### config.mk
export PLATFORM = sky130hd
export DESIGN_NAME = program_sequencer
export DESIGN_NICKNAME = d
export VERILOG_FILES = /design/src/rtl/program_sequencer.sv
export SDC_FILE = /design/constraint.sdc
export NUM_CORES = 1
export LEC_CHECK = 0
export CELL_PAD_IN_SITES_DETAIL_PLACEMENT = 1
export CELL_PAD_IN_SITES_GLOBAL_PLACEMENT = 2
export CORE_MARGIN = 4
export CORE_UTILIZATION = 27
export CTS_BUF_LIST = sky130_fd_sc_hd__clkbuf_16
export DETAILED_ROUTE_END_ITERATION = 8
export DONT_BUFFER_PORTS = 1
export HOLD_SLACK_MARGIN = 0.05
export PLACE_DENSITY_LB_ADDON = 0.1
export SYNTH_ARGS = -nofsm -noshare
export SYNTH_HDL_FRONTEND = slang
export SYNTH_SLANG_ARGS = --single-unit
export TNS_END_PERCENT = 10
### constraint.sdc
create_clock -name clk -period 2.9 [get_ports clk]
set_clock_uncertainty 0.15 [all_clocks]
set_input_delay 0.29 -clock clk [delete_from_list [all_inputs] [get_ports clk]]
set_output_delay 0.29 -clock clk [all_outputs]
set_load 0.005 [all_outputs]
### src/rtl/program_sequencer.sv
// Program sequencer: arms a program at prog_base, runs it until halt or watchdog expiry, then parks in DONE.
// Latency: start rise -> pc_load one cycle later; start fall -> first pc_advance one cycle later.
// Backpressure: stall freezes the PC and holds halt evaluation; the watchdog keeps counting through stalls.
module program_sequencer #(
   parameter int PC_WIDTH   = 12,
   parameter int CNT_WIDTH  = 16,
   parameter int WDOG_LIMIT = 1000
) (
   input  logic                 clk,
   input  logic                 reset,
   input  logic                 start,
   input  logic [PC_WIDTH-1:0]  prog_base,
   input  logic                 halt,
   input  logic                 stall,
   output logic                 pc_load,
   output logic [PC_WIDTH-1:0]  pc_load_val,
   output logic                 pc_advance,
   output logic [CNT_WIDTH-1:0] instr_count,
   output logic                 busy,
   output logic                 done,
   output logic                 timeout
);

   typedef enum logic [1:0] {IDLE, ARMED, RUN, DONE} state_t;

   localparam logic [CNT_WIDTH-1:0] CNT_MAX   = '1;
   // Compared at 32 bits so a limit wider than the counter simply never fires.
   localparam logic [31:0]          WDOG_LAST = 32'(WDOG_LIMIT - 1);

   state_t               state;
   logic [CNT_WIDTH-1:0] wdog;
   logic [31:0]          wdog_ext;
   logic                 wdog_expire;

   assign wdog_ext    = 32'(wdog);
   assign wdog_expire = (wdog_ext == WDOG_LAST);

   // Outputs decoded from state only; pc_advance additionally gates on the live stall/halt of the current PC.
   assign pc_load    = (state == ARMED);
   assign busy       = (state == ARMED) || (state == RUN);
   assign done       = (state == DONE);
   assign pc_advance = (state == RUN) && !stall && !halt;

   // Sequencer state, latched base address, retire counter, watchdog and termination cause.
   always_ff @(posedge clk or posedge reset) begin
      if (reset) begin
         state       <= IDLE;
         pc_load_val <= '0;
         instr_count <= '0;
         wdog        <= '0;
         timeout     <= 1'b0;
      end else begin
         case (state)
            IDLE, DONE: begin
               // A new program clears the previous result on the arming edge.
               if (start) begin
                  state       <= ARMED;
                  pc_load_val <= prog_base;
                  instr_count <= '0;
                  wdog        <= '0;
                  timeout     <= 1'b0;
               end
            end
            ARMED: begin
               instr_count <= '0;
               wdog        <= '0;
               if (!start) begin
                  state <= RUN;
               end
            end
            RUN: begin
               if (halt && !stall) begin
                  // Halt wins over a simultaneous watchdog expiry and is not retired.
                  state   <= DONE;
                  timeout <= 1'b0;
               end else begin
                  if (pc_advance && (instr_count != CNT_MAX)) begin
                     instr_count <= instr_count + 1'b1;
                  end
                  if (wdog_expire) begin
                     state   <= DONE;
                     timeout <= 1'b1;
                  end else begin
                     wdog <= wdog + 1'b1;
                  end
               end
            end
            default: state <= IDLE;
         endcase
      end
   end

endmodule

==> Word level (Yosys, flattened, before mapping) <==
Cells that the tools add are included.
{ "totals": {"register_bits": 47, "word_cells": 49} }
{ "classes": {"n_addsub": 2, "eq_ne": 11, "n_mux": 16, "reduce_logical": 15} }
{ "op_table": {"columns": ["op", "n"], "rows": [
  ["$pmux W16 S3", 2],
  ["$mux W16", 5],
  ["$add A16 B1 Y16 const B", 2],
  ["$eq A16 B10 Y1 const B", 1],
  ["$ne A16 B16 Y1 const B", 1],
  ["$reduce_and A3 Y1", 4],
  ["$mux W2", 4],
  ["$ne A2 B2 Y1 const B", 4],
  ["$pmux W2 S3", 1],
  ["$eq A2 B2 Y1 const B", 2],
  ["$logic_and A1 B1 Y1", 4],
  ["$mux W1", 3],
  ["$ne A3 B2 Y1 const B", 1],
  ["$eq A2 B1 Y1 const B", 1],
  ["$logic_not A1 Y1", 2],
  ["$logic_not A2 Y1", 1],
  ["$ne A2 B1 Y1 const B", 1],
  ["$pmux W1 S2", 1],
  ["$reduce_and A2 Y1", 1],
  ["$reduce_bool A2 Y1", 1],
  ["$reduce_or A2 Y1", 1],
  ["$logic_or A1 B1 Y1", 1]
]} }

==> Longest topological paths before layout <==
{ "depth": {"word_depth": 7, "mapped_depth": 10, "depth_no_buf": 7} }

==> Worst setup path after synthesis <==
OpenSTA, ideal clock, no wires.
{ "synth_timing": {"path_type": "reg2reg", "startpoint": "register state[0]", "endpoint": "register wdog[0]", "arrival_time_ns": 1.767, "required_ns": 2.625, "path_slack_ns": 0.859, "path_stages_with_launch": 8, "cell_sequence": "dfrtp_1 inv_1 ha_1 nor2b_1 nor2_1 clkbuf_1 a21oi_2 mux2_2"} }
{ "synth_between": {"elab_chain_len": 4, "elab_cells_between_ends": 10, "cone_classes": "eq/ne (6); mux (1); reduce/logical (3)"} }
{ "synth_rtl": {"columns": ["item", "line_no", "source"], "rows": [
  ["start: declaration", "30", "state_t state;"],
  ["start signal: assignment", "47", "state <= IDLE;"],
  ["start signal: assignment", "57", "state <= ARMED;"],
  ["start signal: assignment", "68", "state <= RUN;"],
  ["$eq A2 B2 Y1 or $logic_not A2 Y1 (tied branches)", "53", "case (state)"],
  ["$reduce_or A2 Y1", "53", null],
  ["$ne A2 B2 Y1 (no line)", null, null],
  ["$reduce_and A3 Y1 (no line)", null, null],
  ["end signal: assignment", "84", "wdog <= wdog + 1'b1;"],
  ["end: declaration", "31", "logic [CNT_WIDTH-1:0] wdog;"]
]} }
Parallel ways exist; a longest one is shown, timed or not.
A chain may end at the register's enable or synchronous reset.

==> Worst setup path in the final report <==
{ "layout_timing": {"startpoint": "register state[0]", "endpoint": "register wdog[12]"} }
Same word-level chain as after synthesis.

==> metrics.txt <==
result of the run complete, no violations; required time of the worst setup path 2.96 ns; largest net degree at the start of global routing 35; GRT Residual Overflow 0; Antenna Diode Count 0; register-to-register setup slack 0.27 ns; # H-tree levels 2; Pre-antenna DRT Iters 4; part of the Yosys area used for sequential elements 46.2%; fraction of power spent switching nets 33.0%; register bit count reported by yosys 47; internal portion of total power 1.32 mW; leading cell types by total area after synthesis dfrtp_1, mux2_2, nand3_1; post-synthesis instance area 2540 µm²; last weighted congestion value of the routability-driven placer 0.683; starting utilization of the core area 27.7%; number of vias in the routed layout 1,894; Data arrival, critical path 2.69 ns; instance count of the mapped netlist 246; Peak VDD IR 0.000343 V; synthesis-to-layout area growth 15.1%; area share of the largest cell type after synthesis 46.2%; Layout Utilization 31.9%; count of nets after finishing 283; final period utilization 90.6%; final hold viol count 0; library cell with the largest summed area after synthesis dfrtp_1; CP endpoint kind flop; iteration-0 DRC count of the detailed router 21; clock period minus final worst setup slack 2.63 ns; die area 11,000 µm²; Synth async-reset ratio 100%; endpoints failing setup 0; Clock power frac 29.8%; via count of the first global-routing pass 2,035; main flop type after synthesis dfrtp_1; Yosys warning total 0; layout cells sized above 1 14.2%; launching element type of the critical path flop; buffer levels on the longest clock path 2; number of top-level pins 50; count of input and output buffers 0; Hold WC Path Type in2reg; Routed wire per std cell 17.1 µm; CTS tree yes; headroom to the max-slew limit 49.1%; average cell area after synthesis 10.3 µm²; Final Slew Violations 0; Total Wirelength 6.37 mm; clock root buffer clkbuf_16; Leakage Power 1.24 nW; wire length of the first global-routing pass 11.0 mm; Unique masters post-synth 47; antenna violations before repair 0; Slew @ Worst Pin 0.761 ns; final routed DRC violation total 0; GRT Overall Usage 12.0%; clock edge transition at the registers on the reported setup and hold paths 0.07 ns; overall die height 105 µm; power density over the cells 672 nW/µm²; clock sink count 47; nets in the synthesized netlist 269; unrepaired setup endpoints after global routing no; EDFF count, synth 0; combinational share of power 26.8%; final-layout setup total negative slack 0 ns; peak fanout along the critical path 11; clk_lat worst skew 0.28 ns; max-cap violation count 0; half-perimeter wire length after placement 4.57 mm; sequential group share of total power 43.5%; routed via count divided by cell count 5.09; Std-Cell Rows 35; count of antenna-violating nets left after detailed routing 0; core area 9200 µm²; critical path start-end classification reg2reg; number of clock buffers inserted by TritonCTS 5; Chip Width 105 µm; switching power total 0.649 mW; peak clock frequency supported by timing 380 MHz
flip-flops by register name (all words and copies together) (netlist names):
register / count
instr_count: 16
pc_load_val: 12
state: 2
timeout: 1
wdog: 16
power by group through the flow:
stage | logic, mW | registers, mW | clock network (mW)
after floorplan | 0.423 | 0.844 | 0
after global placement | 0.525 | 0.872 | 0
after detailed placement | 0.525 | 0.872 | 0
after CTS | 0.543 | 0.860 | 0.601
after global routing | 0.601 | 0.874 | 0.629
final | 0.527 | 0.856 | 0.586
path summary, 6_finish.rpt:
path | startpoint | end | cells after the start
max | state[0] | wdog[12] | 7
min | start | wdog[2] | 3
max reg2reg | state[0] | wdog[12] | 7
min reg2reg | wdog[15] | wdog[15] | 1
max in group asynchronous | reset | wdog[6] | 3
min in group asynchronous | reset | state[0] | 2
Yosys cell counts, types with 3 or more instances:
cell type and n:
mux2i_1 3, buf_2 5, xor2_1 8, a21o_1 7
mux2_2 13, a21oi_1 7, or3_1 4, nor2_1 14
nand2_1 19, buf_6 3, nand3_1 21, nand2b_1 3
and2_1 3, nand4_1 8, clkbuf_1 3, nor3_1 3
and3_1 8, inv_1 7, o21ai_0 18, dfrtp_1 47
ha_1 6, and4_1 6
critical path, cell delays in order, from the launching register on:
cell and delay [ns]:
dfrtp_1 0.42, inv_1 0.08, ha_1 0.37, nor2b_1 0.23, nor2_1 0.62, nand2_1 0.20, or3_1 0.35, a21oi_1 0.14
final cells by class:
cell class	instances	area, µm²
Fill cell	1046	6270
Multi-Input combinational cell	180	1260
Sequential cell	47	1180
Timing Repair Buffer	19	178
Tap cell	111	139
Clock buffer	5	125
Inverter	7	26.3
Clock inverter	3	20.0
metrics by stage:
stage / cells / area, µm² / setup WS (ns) / power, mW / hold slack, ns
floorplan: 246 / 2540 / 0.859 / 1.27 / 0.290
global placement: 350 / 2640 / 0.372 / 1.40 / 0.0122
detailed placement: 350 / 2640 / 0.308 / 1.40 / 0.0164
CTS: 372 / 2930 / 0.290 / 2.00 / 0.128
global route: 372 / 2930 / 0.0300 / 2.10 / 0.151
finish: 372 / 2930 / 0.271 / 1.97 / 0.133
cell usage in the layout (no fill, tap or decap), types with 3 or more instances in the layout:
cell           count
a21o_1             7
a21oi_1            7
and2_1             3
and3_1             8
and4_1             6
buf_4              5
clkbuf_16          5
dfrtp_1           47
dlygate4sd3_1     14
ha_1               6
inv_1              6
mux2_2            13
mux2i_1            3
nand2_1           19
nand2b_1           3
nand3_1           21
nand4_1            8
nor2_1            14
nor3_1             3
o21ai_0           18
or3_1              4
xor2_1             8
cells by family after synthesis:
logic type	Yosys count	share of synthesized area (%)
and+or+nand+nor	100	23.2
muxes	16	6.93
DFF	47	46.2
xor gates and xnor gates	10	3.44
AOI/OAI and AO/OA	48	13.2
buffers and inverters	19	4.08
adders and majority gates	6	2.95
what timing repair did:
action,in CTS,in global routing
hold endpoints to repair,26,0
buffers inserted,0,0
resized for setup,0,0
hold buffers,14,0
routing by layer:
metal,share of wire [%],global-route usage (%),vias to the layer above
met2,47,19.2,27
met4,0.53,2.53,0
met5,0,0,-
li1,-,-,926
met1,49,16.6,939
met3,3.8,2.84,2
No activity file was read; power rests on OpenSTA's default activity.
==> RTL edit, RTL diff (same flow settings) <==
The 4 states of `state_t` get a one-hot encoding in 4 bits.
--- a/src/rtl/program_sequencer.sv
+++ b/src/rtl/program_sequencer.sv
@@ -21,7 +21,7 @@
    output logic                 timeout
 );
 
-   typedef enum logic [1:0] {IDLE, ARMED, RUN, DONE} state_t;
+   typedef enum logic [3:0] {IDLE = 4'b0001, ARMED = 4'b0010, RUN = 4'b0100, DONE = 4'b1000} state_t;
 
    localparam logic [CNT_WIDTH-1:0] CNT_MAX   = '1;
    // Compared at 32 bits so a limit wider than the counter simply never fires.
Formal check against the unedited RTL: same outputs for any inputs over 10 cycles, from zero or initial values and one cycle with reset high; not proved beyond that.
==> RTL edit against the unedited design <==
  * Global-route usage increased by 2.3 points
  * Routed wire length increased by 23%
  * Sequential cell count increased by 2
  * Synthesized area increased by 1.2%
  * Setup slack improved by 82 ps
  * Core utilization increased by 1.1 points
  * Power increased by 4.3%
  * Cell area increased by 4.4%
  * Maximum frequency increased by 3.2%
==> RTL edit: results (changes against the unedited design) <==
pwr:
  p_sw_share_pct: 33.5  # +0.57 points
  seq-power_uw: 960  # +12%
  peakVddDrop_v: 0.000243  # -29%
  p_leak_nw: 1.25  # +0.81%
  clk-power_uw: 620  # +5.8%
drt:
  wl_met1_um: 3860  # +25%
  num_vias: 2212  # +17%
  routed.top_layer: "met4"
  route.met2.wl_um: 3630  # +21%
  first_pass_iters: 4  # unchanged
  routed_wl_um: 7870  # +23%
  wl_met3_um: 316  # +30%
  drtIter0Drc: 78  # +270%
status:
  status: "finished clean"
global_route:
  met3_usage_pct: 3.12  # +0.28 points
  met2_usage_pct: 22.7  # +3.5 points
  grt_pass1_wl_um: 12800  # +16%
  grt_use_total_pct: 14.3  # +2.3 points
  use_met1_pct: 19.9  # +3.3 points
  first_global_vias: 2313  # +14%
  grt_start_max_net_pins: 22  # -37%
finish:
  nets: 309  # +9.2%
  drive_gt1_share_pct: 13.1  # -1.1 points
  nFillCells: 1077  # +3.0%
yosys:
  synth_cell_type_count: 46  # -2.1%
  synth_nets: 290  # +7.8%
  ys_top_cells_by_area: "dfrtp_1, mux2_2, nand2_1"
  ys_seq_area_share_pct: 47.6  # +1.4 points
  synth_commonest_cells: "dfrtp_1, nand2_1, a31oi_1, nor2_1"
worst_setup_path:
  cp_data_arrival_time_ps: 2610  # -80 ps
  slowest_stage: "or4b_1"
  max_stage_delay_ps: 560  # -60 ps
place:
  gp_congestion: 0.775  # +13%
  dp_hpwl_um: 5410  # +18%
  dpl_worst_slack_ps: 380  # +71.7 ps
sta:
  tightest_slew_ps: 589  # -171 ps
cts:
  clk_latency_ps: 300  # +20 ps
RTL edit: cell count changes after synthesis, sizes merged, moves of 6 or more:
cell,change
clkbuf,+6
nand3,-11
o31ai,+13
a21oi,+6
xor2,-8
nand2,+9
and3,-6
nor3,+8
a31oi,+15
RTL edit: through the flow:
step                      hold slack [ps]  instances  cell area (um2)  total power, mW
after global placement               93.6        398             2770             1.43
after floorplan                       250        271             2580             1.29
final                                81.3        420             3060             2.05
after detailed placement              100        398             2770             1.44
after CTS                            82.9        420             3060             2.08
after global routing                 91.8        420             3060             2.17
RTL edit: final timing paths:
check | startpoint | to | slack [ps] | cells past startpoint
setup / recovery | state[1] | instr_count[15] | 350 | 5
hold / removal | start | state[0] | 80 | 2
setup reg to reg | state[1] | instr_count[15] | 350 | 5
hold reg to reg | wdog[9] | wdog[9] | 330 | 1
max in group asynchronous | reset | instr_count[15] | 1620 | 3
min in group asynchronous | reset | instr_count[11] | 340 | 2
RTL edit: cell type report:
class                      instances  share of cell area, %
sequential                        49                   40.2
clock buffer                       5                   4.09
inverter                          11                   1.35
clock inverter                     3                  0.860
tap                              129                   5.28
multi-input combinational        198                   41.0
timing repair buffer              25                   7.29
RTL edit: cells by family (layout without fill, tap and decap cells):
family	count (synthesis)	count (layout)	share of synthesized area (%)
xor gates and xnor gates	3	3	1.02
adders and majority gates	2	2	0.971
AOI/OAI and AO/OA	83	83	21.4
muxes	14	14	6.02
buffers and inverters	24	44	3.98
DFF	49	49	47.6
and+or+nand+nor	96	96	18.9
RTL edit: critical path, delay by kind of cell, from the launching register on:
kind | cells | cell delay [ps]
AO/OA/AOI/OAI | 2 | 310
flip-flops | 1 | 500
AND/OR/NAND/NOR | 3 | 1520
